===== src/rtl/tictactoe_pkg.sv =====
// Shared types and helpers for the tic-tac-toe game core.
// Contents: cell/reject/FSM enums, board geometry constants, cell_at() board lookup.
package tictactoe_pkg;

  localparam int unsigned NUM_CELLS = 9;
  localparam int unsigned POS_W     = 4;
  localparam int unsigned BOARD_W   = 2 * NUM_CELLS;
  localparam int unsigned COUNT_W   = 4;

  typedef enum logic [1:0] {
    EMPTY = 2'b00,
    P1    = 2'b01,
    P2    = 2'b10
  } cell_t;

  // REJ_NONE is only the reset value of the code register.
  typedef enum logic [1:0] {
    REJ_NONE     = 2'b00,
    REJ_RANGE    = 2'b01,
    REJ_OCCUPIED = 2'b10,
    REJ_FULL     = 2'b11
  } reject_t;

  typedef enum logic [2:0] {
    IDLE,
    PRESS_DB,
    ISSUE,
    RELEASE_WAIT,
    RELEASE_DB
  } move_state_t;

  // Cell k lives at bits [17-2k : 16-2k]; out-of-range k reads as EMPTY.
  function automatic cell_t cell_at(input logic [BOARD_W-1:0] board,
                                    input logic [POS_W-1:0]   k);
    cell_t c;
    c = EMPTY;
    for (int unsigned i = 0; i < NUM_CELLS; i++) begin
      if (k == POS_W'(i)) c = cell_t'(board[BOARD_W-2-2*i +: 2]);
    end
    return c;
  endfunction

endpackage


===== src/rtl/tictactoe_sync2.sv =====
// Two-flop synchronizer for asynchronous inputs, parameterized width.
// Ports: clk, reset (sync, active-high), d (async in), q (synchronized out).
module tictactoe_sync2 #(
  parameter int unsigned WIDTH = 1
) (
  input  logic             clk,
  input  logic             reset,
  input  logic [WIDTH-1:0] d,
  output logic [WIDTH-1:0] q
);

  logic [WIDTH-1:0] meta;

  always_ff @(posedge clk) begin
    if (reset) begin
      meta <= '0;
      q    <= '0;
    end else begin
      meta <= d;
      q    <= meta;
    end
  end

endmodule


===== src/rtl/tictactoe_move_input.sv =====
// Move-input stage: debounces the confirm button, latches the switch position,
// pre-validates against the board and issues single-cycle move/reject strobes.
// Ports: clk, reset (sync, active-high), btn_confirm, sw_position (raw async),
//   board_in, game_over (from core); move_strobe/move_position/move_player,
//   reject_strobe/reject_code, next_player, move_count (all registered).
module tictactoe_move_input
  import tictactoe_pkg::*;
#(
  parameter int unsigned DEBOUNCE_CYCLES = 500000
) (
  input  logic         clk,
  input  logic         reset,
  input  logic         btn_confirm,
  input  logic [3:0]   sw_position,
  input  logic [17:0]  board_in,
  input  logic         game_over,
  output logic         move_strobe,
  output logic [3:0]   move_position,
  output logic         move_player,
  output logic         reject_strobe,
  output logic [1:0]   reject_code,
  output logic         next_player,
  output logic [3:0]   move_count
);

  localparam int unsigned CNT_W = $clog2(DEBOUNCE_CYCLES);
  localparam logic [CNT_W-1:0]   CNT_LAST  = CNT_W'(DEBOUNCE_CYCLES - 1);
  localparam logic [COUNT_W-1:0] MAX_MOVES = COUNT_W'(NUM_CELLS);
  localparam logic [POS_W-1:0]   LAST_POS  = POS_W'(NUM_CELLS - 1);

  logic             btn_s;
  logic [POS_W-1:0] pos_s;

  move_state_t        state_q, state_d;
  logic [CNT_W-1:0]   cnt_q, cnt_d;
  logic               move_strobe_d, reject_strobe_d;
  reject_t            reject_code_d;
  logic [POS_W-1:0]   move_position_d;
  logic               move_player_d, next_player_d;
  logic [COUNT_W-1:0] move_count_d;

  tictactoe_sync2 #(.WIDTH(1)) u_sync_btn (
    .clk   (clk),
    .reset (reset),
    .d     (btn_confirm),
    .q     (btn_s)
  );

  tictactoe_sync2 #(.WIDTH(POS_W)) u_sync_pos (
    .clk   (clk),
    .reset (reset),
    .d     (sw_position),
    .q     (pos_s)
  );

  // State and output registers
  always_ff @(posedge clk) begin
    if (reset) begin
      state_q       <= IDLE;
      cnt_q         <= '0;
      move_strobe   <= 1'b0;
      reject_strobe <= 1'b0;
      reject_code   <= REJ_NONE;
      move_position <= '0;
      move_player   <= 1'b0;
      next_player   <= 1'b0;
      move_count    <= '0;
    end else begin
      state_q       <= state_d;
      cnt_q         <= cnt_d;
      move_strobe   <= move_strobe_d;
      reject_strobe <= reject_strobe_d;
      reject_code   <= reject_code_d;
      move_position <= move_position_d;
      move_player   <= move_player_d;
      next_player   <= next_player_d;
      move_count    <= move_count_d;
    end
  end

  // Next-state, debounce counter and next output values
  always_comb begin
    state_d         = state_q;
    cnt_d           = cnt_q;
    move_strobe_d   = 1'b0;
    reject_strobe_d = 1'b0;
    reject_code_d   = reject_t'(reject_code);
    move_position_d = move_position;
    move_player_d   = move_player;
    next_player_d   = next_player;
    move_count_d    = move_count;

    unique case (state_q)
      IDLE: begin
        if (btn_s && !game_over) begin
          state_d = PRESS_DB;
          cnt_d   = '0;
        end
      end

      PRESS_DB: begin
        if (!btn_s) begin
          state_d = IDLE;
          cnt_d   = '0;
        end else if (cnt_q == CNT_LAST) begin
          state_d         = ISSUE;
          move_position_d = pos_s;
          move_player_d   = next_player;
          // Strobes are registered, so game_over is judged at the edge entering ISSUE.
          if (!game_over) begin
            if (move_count == MAX_MOVES) begin
              reject_strobe_d = 1'b1;
              reject_code_d   = REJ_FULL;
            end else if (pos_s > LAST_POS) begin
              reject_strobe_d = 1'b1;
              reject_code_d   = REJ_RANGE;
            end else if (cell_at(board_in, pos_s) != EMPTY) begin
              reject_strobe_d = 1'b1;
              reject_code_d   = REJ_OCCUPIED;
            end else begin
              move_strobe_d   = 1'b1;
            end
          end
        end else begin
          cnt_d = cnt_q + CNT_W'(1);
        end
      end

      ISSUE: begin
        state_d = RELEASE_WAIT;
        // Turn/count bookkeeping commits on the edge leaving ISSUE.
        if (move_strobe) begin
          next_player_d = ~next_player;
          move_count_d  = (move_count == MAX_MOVES) ? move_count
                                                    : move_count + COUNT_W'(1);
        end
      end

      RELEASE_WAIT: begin
        if (!btn_s) begin
          state_d = RELEASE_DB;
          cnt_d   = '0;
        end
      end

      RELEASE_DB: begin
        if (btn_s) begin
          state_d = RELEASE_WAIT;
        end else if (cnt_q == CNT_LAST) begin
          state_d = IDLE;
        end else begin
          cnt_d = cnt_q + CNT_W'(1);
        end
      end

      default: begin
        state_d = IDLE;
        cnt_d   = '0;
      end
    endcase
  end

endmodule


===== config.mk =====
export PLATFORM = sky130hd
export DESIGN_NAME = tictactoe_move_input
export DESIGN_NICKNAME = d
export VERILOG_FILES = /design/src/rtl/tictactoe_pkg.sv /design/src/rtl/tictactoe_sync2.sv /design/src/rtl/tictactoe_move_input.sv
export SDC_FILE = /design/constraint.sdc
export NUM_CORES = 1
export LEC_CHECK = 0
export CORE_MARGIN = 2
export CORE_UTILIZATION = 57
export DETAILED_ROUTE_END_ITERATION = 16
export GPL_TIMING_DRIVEN = 0
export MAX_ROUTING_LAYER = met4
export PLACE_DENSITY = 0.92
export REMOVE_ABC_BUFFERS = 1
export SKIP_LAST_GASP = 1
export SYNTH_ARGS = -nofsm -noshare
export SYNTH_HDL_FRONTEND = slang
export SYNTH_SLANG_ARGS = --single-unit

===== constraint.sdc =====
create_clock -name clk -period 3 [get_ports clk]
set_input_delay 0.3 -clock clk [delete_from_list [all_inputs] [get_ports clk]]
set_output_delay 0.3 -clock clk [all_outputs]
set_load 0.01 [all_outputs]

# ---- After elaboration in Yosys (flattened, before gate mapping)
# Index checks and enable logic that the tools add are counted.
dict set report op_classes {
  reduce_logical 14
  bitwise_logic 7
  magnitude_cmp 1
  n_eq_ne 19
  addsub 2
  muxes 35
}
# op n
set ops {}
lappend ops {{19-bit 2-to-1 mux} 5}
lappend ops {{19-bit case mux with 5 select lines} 1}
lappend ops {{2-bit 2-to-1 mux} 18}
lappend ops {{19-bit by 1-bit adder with 19-bit output (second input constant)} 1}
lappend ops {{19-bit == test (second input constant)} 1}
lappend ops {{3-bit 2-to-1 mux} 6}
lappend ops {{4-bit by 3-bit == test with 1-bit output (second input constant)} 4}
lappend ops {{3-bit case mux with 5 select lines} 1}
lappend ops {{4-bit by 2-bit == test with 1-bit output (second input constant)} 2}
lappend ops {{4-bit == test (second input constant)} 2}
lappend ops {{4-bit AND reduction} 2}
lappend ops {{1-bit NOT} 7}
lappend ops {{7-bit OR reduction} 1}
lappend ops {{3-bit by 2-bit == test with 1-bit output (second input constant)} 2}
lappend ops {{2-bit inequality test (second input constant)} 3}
lappend ops {{3-bit AND reduction} 2}
lappend ops {{5-bit AND reduction} 1}
lappend ops {{5-bit OR reduction} 1}
lappend ops {{4-bit by 1-bit adder with 4-bit output (second input constant)} 1}
lappend ops {{4-bit by 1-bit == test with 1-bit output (second input constant)} 1}
lappend ops {{4-bit greater-than comparator (second input constant)} 1}
lappend ops {{4-bit zero test} 1}
lappend ops {{1-bit 2-to-1 mux} 4}
lappend ops {{3-bit by 1-bit == test with 1-bit output (second input constant)} 1}
lappend ops {{other kinds (9)} 9}
dict set report word_totals {
  reg_bits 46
  wordCells 91
  out_inout_bits 14
  input_bits 26
}

# ---- Depth between registers and ports, before layout
# Gate-level depths: netlist (run 1).
dict set report depth {
  word_depth 20
  mapped_depth 8
}

# ---- Cells and area by module
# A second synthesis (run 1) with hierarchy kept.
dict set report hier_totals {
  hier_cells 259
  area_unflattened_um2 2270.9
}
# module cells_per_inst area_per_inst_um2 instances seq_area_each_um2
set by_module_without_submodules {}
lappend by_module_without_submodules {tictactoe_move_input 239 2008.2 1 720.7}
lappend by_module_without_submodules {{tictactoe_sync2 (u_sync_pos)} 16 210.2 1 160.2}
lappend by_module_without_submodules {{tictactoe_sync2 (u_sync_btn)} 4 52.6 1 40.0}

# ---- Worst setup path before layout (run 1)
# OpenSTA, ideal clock, no wires.
dict set report synth_timing {
  kind {reg-to-reg}
  startpoint {register cnt_q[5]}
  endpoint {register cnt_q[7]}
  path_slack_ns 1.213
  setup_ns 0.129
  synth_period_minus_slack_ns 1.787
  path_buffers 2
  path_stages_with_launch 8
  required_time_ns 2.871
  t_arrival_ns 1.658
  cell_sequence {dfxtp_1 -> or4_4 -> nor4_4 -> and2_1 -> buf_4 -> buf_6 -> nor4_1 -> mux2i_1}
}
dict set report synth_between {
  elab_chain_len 4
}
# item line
set synth_rtl {}
lappend synth_rtl {{start: declaration} tictactoe_move_input.sv:35} ;# logic [CNT_W-1:0] cnt_q, cnt_d;
lappend synth_rtl {{start signal: assignment} tictactoe_move_input.sv:70} ;# cnt_q <= cnt_d;
lappend synth_rtl {{19-bit by 1-bit adder with 19-bit output or 19-bit == test (tied branches)} -}
lappend synth_rtl {{19-bit 2-to-1 mux *} {tictactoe_move_input.sv:105, tictactoe_move_input.sv:149}}
lappend synth_rtl {{19-bit 2-to-1 mux (on tied branches)} {tictactoe_move_input.sv:147, tictactoe_move_input.sv:102}}
lappend synth_rtl {{19-bit case mux with 5 select lines *} tictactoe_move_input.sv:93} ;# unique case (state_q)
# Mark *: on every way between the ends. The rest lies on a longest branch, timed or not. The select of a mux whose other input is x is not followed.
# A chain may end at the register's enable or synchronous reset.

# ---- Final worst setup path (run 1)
dict set report layout_timing {
  startpoint {register u_sync_btn.q}
  endpoint {register cnt_q[10]}
}
dict set report layout_between {
  elab_chain_len 3
}
# item line
set layout_rtl {}
lappend layout_rtl {{start: declaration} tictactoe_sync2.sv:9} ;# output logic [WIDTH-1:0] q
lappend layout_rtl {{start signal: assignment} tictactoe_sync2.sv:20} ;# q <= meta;
lappend layout_rtl {{1-bit logical AND} tictactoe_move_input.sv:95} ;# if (btn_s && !game_over) begin
lappend layout_rtl {{2-bit inequality test (no line)} -}
lappend layout_rtl {{4-bit AND reduction (no line)} -}
# Parallel ways exist; a longest one is shown, timed or not.

==> results of run 1 <==
[metrics by stage]
step	total power [mW]	std cells	worst slack, ns
floorplan	0.678	260	0.880
global placement	0.726	349	-0.0985
detailed placement	0.728	349	-0.140
CTS	1.27	357	0.188
global route	1.31	357	0.181
finish	1.27	357	0.385
[sequential cells by signal, summed over array words and instances (netlist names), 2 cells and up]
register / count
u_sync_pos.meta: 4
move_position: 4
state_q: 3
cnt_q: 19
u_sync_pos.q: 4
reject_code: 2
move_count: 4
[cell families after synthesis]
kind of cell | count (synthesis) | share of synthesized area [%]
xor gates and xnor gates | 5 | 1.88
muxes | 15 | 6.54
adders and majority gates | 3 | 1.61
and+or+nand+nor | 135 | 33.2
buffers and inverters | 23 | 4.45
AOI/OAI and AO/OA | 45 | 12.8
DFF | 46 | 39.5
[path summary, 6_finish.rpt]
check / endpoint / slack (ns) / cells past startpoint
worst max-delay path: cnt_q[10] / 0.39 / 5
worst min-delay path: u_sync_pos.q[3] / 0.45 / 1
worst max register to register: cnt_q[10] / 0.39 / 5
worst min register to register: u_sync_pos.q[3] / 0.45 / 1
[per-layer routing]
metal | track usage, % | up-vias
li1 | - | 1049
met1 | 30.2 | 1029
met2 | 39.1 | 88
met3 | 6.58 | 12
met4 | 9.00 | 0
met5 | - | -
[cell type report]
type | instances | area [um^2] | area share [%]
Clock buffer | 5 | 68.8 | 2.40
Clock inverter | 3 | 68.8 | 2.40
Inverter | 11 | 41.3 | 1.44
Multi-Input combinational cell | 203 | 1310 | 45.8
Sequential cell | 46 | 921 | 32.1
Tap cell | 50 | 62.6 | 2.18
Timing Repair Buffer | 39 | 390 | 13.6
[power by group]
group / internal (mW) / switching (mW) / total, mW
logic: 0.0485 / 0.0422 / 0.0907
registers: 0.618 / 0.00815 / 0.626
clock network: 0.334 / 0.219 / 0.553
total: 1.00 / 0.270 / 1.27
[placed cells by master, fill, tap and decap left out, types with 2 or more instances in the layout]
cell type         n
o21ai_0           6
a31oi_1           4
or3_1             2
nand3_1          13
clkbuf_8          5
ha_1              3
or4_1             4
nand2b_1          8
nor2b_1          12
and3_1            3
clkdlybuf4s50_1  39
a211oi_1          5
or2b_1            2
nor4_1            9
mux2_2            2
xnor2_1           2
mux2i_1          13
nor3_1            6
xor2_1            3
o31ai_1           3
o211ai_1          4
nor4b_1           3
dfxtp_1          46
nand4b_1          4
nand3b_1          4
nor2_1           22
inv_1            11
bufinv_16         2
nand4_1           4
a21oi_1          11
nand2_1          29
==> results by group, run 1 <==
Placement
  – Placement Cell Area: 2720 um^2
  – Routability Congestion: 0.876
  – Port Buffers: 39
  – DPL Wire Length: 3760 um

Timing
  – Max-slew violations: 0
  – Setup_tns: 0 ns
  – Final Critical Period: 2.61 ns
  – Slew @ Worst Pin: 1.12 ns
  – Final Hold Slack: 0.449 ns
  – Final period util: 87.2%
  – Fmax: 382 MHz
  – Clock skew: 0.00906 ns
  – Final Hold Viols: 0
  – Slew margin rel.: 25.2%
  – Setup violators final: 0
  – RSZ-0062 raised after global routing: false

GRT
  – Largest net degree at the start of global routing: 33
  – GR Overflow Total: 0
  – Vias in the first global route: 1854
  – GRT Resource Usage Total: 24.7%
  – Antenna violations before repair: 0
  – First-pass GRT wire length: 8380 um

Critical path
  – Max Fanout on Critical Path: 20
  – CP Cell Sequence: inv_1 -> o21ai_1 -> nand2_1 -> o21ai_0 -> nor2_1
  – Worst r2r src: u_sync_btn.q
  – Crit path buffers/inverters: 1
  – Worst path arrival time: 2.78 ns
  – CP required: 3.16 ns
  – CP max stage delay: 0.82 ns
  – Slowest-stage cell, CP: o21ai_0
  – Setup crit start: u_sync_btn.q
  – CP Class: reg -> reg
  – Critical Path Sink Type: flop
  – Top cell family by delay on the critical path: compound AO/OA/AOI/OAI gates
  – Startpoint types: flop

Power and ir drop
  – Static leakage power: 0.953 nW
  – Max rail drop VDD: 0.364 mV
  – PD cells: 443 nW/um^2

Route
  – Initial drt markers: 254
  – Detail Route met3 WL: 311 um
  – DRC: 0
  – WL final: 5260 um
  – Vias: 2178
  – Met2 Routed Length: 2620 um
  – Max Used Layer: met4
  – Initial DRT Pass Iterations: 5
  – WL met1: 2210 um
  – WL/cell: 14.7 um
  – Via/cell ratio: 6.10
  – Post-route ant nets: 0

Clock network
  – Max clock buf depth: 2
  – CTS Sinks: 46
  – PostCTS Resize Cnt: 0
  – Clk_lat worst skew: 0.31 ns
  – Clock-pin slew of the registers on the worst-case setup and hold paths: 0.09 ns
  – Post-CTS Setup Bufs: 0
  – CTS root buf: clkbuf_8
  – CTS HTree Levels: 2
  – Cts bufs inserted: 5
  – CTS tree: done
  – Hold_buf cts: 0

Logic synthesis
  – Post-synth EDFFs: 0
  – Post-synthesis instance area: 2330 um^2
  – Netlist cell types: 53
  – Synthesized instance count: 272
  – Register area share after synthesis: 39.5%
  – FFs w/ async S/R, synth: 0%
  – Post-synth top area share: 39.5%
  – Top post-synthesis cells by count: 46 x dfxtp_1, 29 x nand2_1, 22 x nor2_1
  – Post-synth top flop: dfxtp_1
  – Synth Area per Inst: 8.57 um^2
  – Top cells by area, synth: dfxtp_1 39%, mux2i_1 5.6%, nand2_1 4.7%
  – Yosys Warn Count: 0
  – FF+latch count, synth: 46
  – Synth area leader: dfxtp_1
  – Leading cell type by number of instances after synthesis: dfxtp_1

Min path
  – Hold/Removal Path Class: reg -> reg
  – Hold path start: u_sync_pos.meta[3]

Layout
  – Nets: 335
  – Area growth from synthesis to layout: 22.9%
  – Antenna cells: 0
  – Fin area: 2870 um^2
  – Post-route core utilization: 72.2%
  – Share of layout cells above drive strength 1: 6.51%
  – # fillers: 291

Floorplan
  – Boundary Pins: 40
  – Die span in y: 68.0 um
  – Die Width: 68.0 um
  – DIE AREA: 4620 um^2
  – Total core area: 3970 um^2
  – Row cnt: 23
  – Initial Utilization: 58.7%

Outcome
  – Status: finished clean

Flow run
  – Max-Cap Viols: 0
Note: power is estimated with default switching activity, not from simulation.
==> run 2: changes to the inputs <==
--- a/config.mk
+++ b/config.mk
@@ -6,11 +6,11 @@
 export NUM_CORES = 1
 export LEC_CHECK = 0
 export CORE_MARGIN = 2
-export CORE_UTILIZATION = 57
+export CORE_UTILIZATION = 47
 export DETAILED_ROUTE_END_ITERATION = 16
 export GPL_TIMING_DRIVEN = 0
 export MAX_ROUTING_LAYER = met4
-export PLACE_DENSITY = 0.92
+export PLACE_DENSITY = 0.82
 export REMOVE_ABC_BUFFERS = 1
 export SKIP_LAST_GASP = 1
 export SYNTH_ARGS = -nofsm -noshare
==> constraint.sdc (replaced) <==
create_clock -name clk -period 2.4 [get_ports clk]
set_input_delay 0.24 -clock clk [delete_from_list [all_inputs] [get_ports clk]]
set_output_delay 0.24 -clock clk [all_outputs]
set_load 0.01 [all_outputs]
==> run 2 against run 1 <==
Routed wire length decreased by 3.0%; maximum frequency increased by 16%; via count decreased by 3.7%; non-clock buffer count unchanged; sequential cell count unchanged; clock skew increased by 0.0021 ns; utilization decreased by 12 points; critical path depth unchanged; sequential power increased by 25%; global-route usage decreased by 4.8 points; final area decreased by 0.39%; cell count increased by 4.8%; critical path type unchanged; critical endpoint is now cnt_q[3].
==> results by group, run 2 (synthesis results as in run 1) <==
Outcome
  – Status: finished clean (unchanged)

Min path
  – Hold/Removal Path Class: reg -> reg (unchanged)

Critical path
  – Worst path arrival time: 2.50 ns (was 2.78 ns)
  – CP required: 2.64 ns (was 3.16 ns)
  – Top cell family by delay on the critical path: simple AND/OR/NAND/NOR gates (was compound AO/OA/AOI/OAI gates)
  – CP Class: reg -> reg (unchanged)
  – Max Fanout on Critical Path: 20 (unchanged)
  – CP max stage delay: 0.59 ns (was 0.82 ns)
  – Startpoint types: flop (unchanged)
  – Slowest-stage cell, CP: or4_1 (was o21ai_0)
  – Crit path buffers/inverters: 1 (unchanged)
  – CP Cell Sequence: inv_1 -> o21ai_1 -> nand2_2 -> or4_1 -> a21oi_1 (was inv_1 -> o21ai_1 -> nand2_1 -> o21ai_0 -> nor2_1)
  – Critical Path Sink Type: flop (unchanged)

Power and ir drop
  – Pwr Total: 1.39 mW (was 1.27 mW)
  – Max rail drop VDD: 0.261 mV (was 0.364 mV)
  – Seq pwr share: 56.1% (was 49.3%)
  – Internal: 1.04 mW (was 1.00 mW)
  – Clk network pwr share: 35.7% (was 43.6%)
  – Sw Ratio: 25.3% (was 21.2%)
  – PD cells: 488 nW/um^2 (was 443 nW/um^2)
  – Sw power: 0.352 mW (was 0.270 mW)
  – Comb power frac: 8.2% (was 7.1%)
  – Static leakage power: 0.928 nW (was 0.953 nW)

Clock network
  – Hold_buf cts: 0 (unchanged)
  – Clock-pin slew of the registers on the worst-case setup and hold paths: 0.09 ns (about the same)
  – CTS root buf: clkbuf_8 (unchanged)
  – Clk_lat worst skew: 0.31 ns (about the same)
  – Post-CTS Setup Bufs: 0 (unchanged)
  – CTS HTree Levels: 2 (unchanged)
  – Max clock buf depth: 2 (unchanged)
  – Cts bufs inserted: 5 (unchanged)
  – CTS tree: done (unchanged)
  – CTS Sinks: 46 (unchanged)

Placement
  – Routability Congestion: 0.804 (was 0.876)
  – Port Buffers: 39 (unchanged)
  – DPL Wire Length: 3630 um (was 3760 um)
  – Pre-CTS setup slack: -0.709 ns (was -0.140 ns)

Timing
  – Fmax: 443 MHz (was 382 MHz)
  – Setup violators final: 0 (unchanged)
  – Final worst slack: 0.144 ns (was 0.385 ns)
  – Slew margin rel.: 22.7% (was 25.2%)
  – Final Critical Period: 2.26 ns (was 2.61 ns)
  – RSZ-0062 raised after global routing: false (unchanged)
  – Setup_tns: 0 ns (unchanged)
  – Slew @ Worst Pin: 1.16 ns (was 1.12 ns)
  – Final period util: 94.0% (was 87.2%)
  – Clock skew: 0.0112 ns (was 0.00906 ns)
  – Final Hold Viols: 0 (unchanged)
  – Max-slew violations: 0 (unchanged)

Layout
  – Reg with most FFs: cnt_q (unchanged)
  – Post-route core utilization: 60.1% (was 72.2%)
  – Antenna cells: 0 (unchanged)
  – Commonest non-fill, non-tap cell in the layout: dfxtp_1 (unchanged)
  – Max reg flops: 19 (unchanged)
  – Reg area: 921 um^2 (unchanged)
  – # fillers: 422 (was 291)
  – Most frequent cells in the layout: 46 x dfxtp_1, 39 x clkdlybuf4s50_1, 28 x nand2_1, 22 x nor2_1 (was 46 x dfxtp_1, 39 x clkdlybuf4s50_1, 29 x nand2_1, 22 x nor2_1)
  – Share of layout cells above drive strength 1: 7.17% (was 6.51%)
  – Nets: 335 (unchanged)
  – Multi-input gate area: 1330 um^2 (was 1310 um^2)
  – Area growth from synthesis to layout: 22.4% (was 22.9%)

Floorplan
  – Row cnt: 25 (was 23)
  – Total core area: 4750 um^2 (was 3970 um^2)
  – Die span in y: 74.4 um (was 68.0 um)
  – Die Width: 74.4 um (was 68.0 um)
  – Initial Utilization: 49.1% (was 58.7%)
  – DIE AREA: 5540 um^2 (was 4620 um^2)
  – Boundary Pins: 40 (unchanged)

Route
  – Post-route ant nets: 0 (unchanged)
  – Initial DRT Pass Iterations: 5 (unchanged)
  – DRC: 0 (unchanged)
  – WL final: 5100 um (was 5260 um)
  – Vias: 2097 (was 2178)
  – WL/cell: 13.6 um (was 14.7 um)
  – Initial drt markers: 141 (was 254)
  – Via/cell ratio: 5.61 (was 6.10)

GRT
  – Antenna violations before repair: 0 (unchanged)
  – Met2 Use GR: 31.2% (was 39.1%)
  – Busiest grt layer: met2 (unchanged)
  – Met3 Resource Use GR: 4.74% (was 6.58%)
  – Largest net degree at the start of global routing: 33 (unchanged)
  – GRT Resource Usage Total: 19.9% (was 24.7%)
  – GR Overflow Total: 0 (unchanged)
  – Met1 GRT Util: 24.4% (was 30.2%)
  – First-pass GRT wire length: 8270 um (was 8380 um)
  – Vias in the first global route: 1871 (was 1854)

Flow run
  – Max-Cap Viols: 0 (unchanged)
## run 2: cell types whose count changed in the layout (fill, tap and decap cells not counted), sizes merged
cell	delta
clkinv	-1
inv	+1
bufinv	-2
clkinvlp	+2
## run 2: layout make-up
class	count	share of cell area, %
Inverter	11	1.45
Clock inverter	3	0.833
Sequential cell	46	32.3
Multi-Input combinational cell	203	46.5
Clock buffer	5	2.41
Tap cell	67	2.94
Timing Repair Buffer	39	13.7
## run 2: timing repair
item | CTS | global route
setup endpoints to repair | 16 | 17
gates resized for setup | 2 | 3
pin swaps | 0 | 0
## run 2: stage by stage
step	hold slack [ns]	cells	instance area (um^2)
CTS	0.458	374	2840
finish	0.454	374	2860
detailed placement	0.438	366	2740
floorplan	0.309	260	2270
global route	0.466	374	2860
global placement	0.416	366	2740
## run 2: worst paths after layout
path | start | to | slack (ns) | cells after the start
max | u_sync_btn.q | cnt_q[3] | 0.14 | 5
min | u_sync_pos.meta[0] | u_sync_pos.q[0] | 0.45 | 1
max reg2reg | u_sync_btn.q | cnt_q[3] | 0.14 | 5
min reg2reg | u_sync_pos.meta[0] | u_sync_pos.q[0] | 0.45 | 1
## run 2: layer usage
metal	share of wire (%)	vias up
met1	45	992
met4	1.9	0
met3	3.5	9
met2	49	44
li1	-	1052
met5	0	-
## run 2: power groups by stage
stage / Sequential (mW) / Combinational, mW / Clock, mW
floorplan: 0.797 / 0.0513 / 0
global placement: 0.799 / 0.109 / 0
detailed placement: 0.800 / 0.113 / 0
CTS: 0.782 / 0.114 / 0.509
global route: 0.784 / 0.126 / 0.533
finish: 0.782 / 0.115 / 0.497
==> variant (settings of run 1) <==
Change the parameter `DEBOUNCE_CYCLES` from 500000 to 250000.
--- a/src/rtl/tictactoe_move_input.sv
+++ b/src/rtl/tictactoe_move_input.sv
@@ -8,3 +8,3 @@
 #(
-  parameter int unsigned DEBOUNCE_CYCLES = 500000
+  parameter int unsigned DEBOUNCE_CYCLES = 250000
 ) (
Behaviour: same outputs for any inputs over 10 cycles, from zero or initial values and one cycle with reset high; that may be too few to reach the edited logic, so the function may still have changed.
==> variant against run 1 <==
  * Die area down 0.40%
  * Worst hold slack improved by 0.0043 ns
  * Sequential share of layout area about the same
  * Area after synthesis is 0.43% lower
  * Wire length rose by 5.2%
  * Power fell by 13%
  * Global-route usage rose by 1.8 points
  * Cell area is 2.3% lower
  * Clock skew fell by 0.0020 ns
  * Setup slack improved by 0.28 ns
  * Core utilization down 1.7 points
  * Sequential cell count fell by 1
  * Largest power group unchanged
==> variant: results (changes against run 1) <==
| Metric | Value |
|---|---|
| Status | `finished, final reports clean` |
| Avg WL per Cell | `16.1 um (+9.1%)` |
| Reg2reg path depth | `6 (+1)` |
| CTS resizes | `0 (unchanged)` |
| Commonest cells post-synth | `dfxtp_1, nor2_1, a21oi_1` |
| Hold Path End | `u_sync_btn.q` |
| Worst-path clk slew | `0.09 ns (about the same)` |
| Vias in the first global route | `1890 (+1.9%)` |
| Seq/Total Area, Yosys | `0.388 (-0.00692)` |
| Worst R2R Setup Slack | `0.67 ns (+0.28 ns)` |
| Largest Register | `cnt_q` |
| Routability cong. | `0.860 (-1.8%)` |
| Met3 Routed Length | `348 um (+12%)` |
| CP Data Arrival Time | `2.52 ns (-0.26 ns)` |
| CP max-delay cell | `nor2_2` |
| CP Max Fanout | `28 (+40%)` |
| GRT Util Overall | `0.265 (+0.0184)` |
| Largest net degree at the start of global routing | `32 (-3.0%)` |
| Share of cells above drive strength 1 | `0.0782 (+0.0131)` |
| Placement Setup Slack | `0.702 ns (+0.842 ns)` |
| Initial antenna violation count | `0 (unchanged)` |
| WL met2 | `2650 um (+1.2%)` |
| Clock Path Buffers | `2 (unchanged)` |
| H-tree depth | `2 (unchanged)` |
| Max reg flops | `18 (-1)` |
| DR iter-0 viols | `237 (-6.7%)` |
| Detailed placer's ending HPWL | `3810 um (+1.2%)` |
| DR pass1 iterations | `4 (-1)` |
| Slew @ Worst Pin | `1.06 ns (-0.0543 ns)` |
| Cell Area, Placed | `2710 um^2 (-0.64%)` |
| CP max stage delay | `0.76 ns (-0.06 ns)` |
| R2R Path Start | `cnt_q[0]` |
| CTS root buf | `clkbuf_8` |
| N_diodes | `0 (unchanged)` |
| Syn Area/Cell | `8.97 um^2 (+4.6%)` |
| Main synth FF type | `dfxtp_1` |
| Cell family with most CP delay | `simple AND/OR/NAND/NOR gates` |
| Worst R2R End | `state_q[1]` |
| Worst hold start | `u_sync_btn.meta` |
| HP Class | `reg2reg` |
| First-pass GRT wire length | `8910 um (+6.3%)` |
| PortBufs | `39 (unchanged)` |
| Via count | `2176 (-0.092%)` |
| Post-CTS setup buffers | `0 (unchanged)` |
| Final hold violations | `0 (unchanged)` |
| CTS Buf Count | `5 (unchanged)` |
| Number of synthesis warnings | `0 (unchanged)` |
| Ys async rst share | `0 (unchanged)` |
| Hold Worst Slack | `0.453 ns (+0.00428 ns)` |
| Leakage | `0.931 nW (-2.3%)` |
| Distinct cells, synth | `58 (+9.4%)` |
| Top Metal Used | `met4` |
| Peak VDD IR | `0.422 mV (+16%)` |
| Post-layout nets | `322 (-3.9%)` |
| Top cells by area, synth | `dfxtp_1, o31ai_1, or4_1` |
| Fin Clk Skew | `0.00707 ns (-0.00199 ns)` |
| DRT Wirelength | `5530 um (+5.2%)` |
| M1 WL | `2400 um (+8.6%)` |
-- variant: layout make-up --
class / instances / area [um^2]
timing repair buffer: 39 / 390
inverter: 9 / 33.8
fill: 307 / 1170
clock buffer: 5 / 68.8
tap: 50 / 62.6
multi-input combinational: 193 / 1320
clock inverter: 3 / 26.3
sequential: 45 / 901
-- variant: kinds of logic (layout without fill, tap and decap cells) --
| group | after synthesis | after routing | share of synthesized area |
|---|---|---|---|
| fa+ha+maj | 3 | 3 | 0.0162 |
| compound gates | 68 | 68 | 0.202 |
| mux | 6 | 6 | 0.0259 |
| simple gates | 112 | 112 | 0.308 |
| flops | 45 | 45 | 0.388 |
| buf+inv | 21 | 56 | 0.0447 |
| xor+xnor | 4 | 4 | 0.0151 |
-- variant: worst max path at each step --
stage                     startpoint  slack (ns)    endpoint  cells after the start
after detailed placement    cnt_q[0]        0.70  state_q[1]                      6
after floorplan             cnt_q[0]        1.16  state_q[1]                      6
final                       cnt_q[0]        0.67  state_q[1]                      6
after global routing        cnt_q[0]        0.36  state_q[1]                      6
after CTS                   cnt_q[0]        0.66  state_q[1]                      6
after global placement      cnt_q[0]        0.76  state_q[1]                      6
-- variant: layer usage --
metal | vias to the layer above | GRT usage
li1 | 1050 | -
met1 | 1030 | 0.356
met2 | 78 | 0.392
met3 | 18 | 0.0559
met4 | 0 | 0.105
met5 | - | -
-- variant: worst reg2reg max path: stages, from the launching register on --
cell     delay (ns)
dfxtp_1        0.39
ha_1           0.17
and2_1         0.28
nand3_1        0.19
nor2_2         0.76
a21oi_1        0.16
o41ai_1        0.27
-- variant: where the power goes --
part	switching, mW	total, mW	internal [mW]	leakage [nW]
sequential	0.00870	0.613	0.605	0.365
combinational	0.0370	0.0817	0.0448	0.517
clock	0.236	0.409	0.173	0.0495
total	0.281	1.10	0.823	0.931
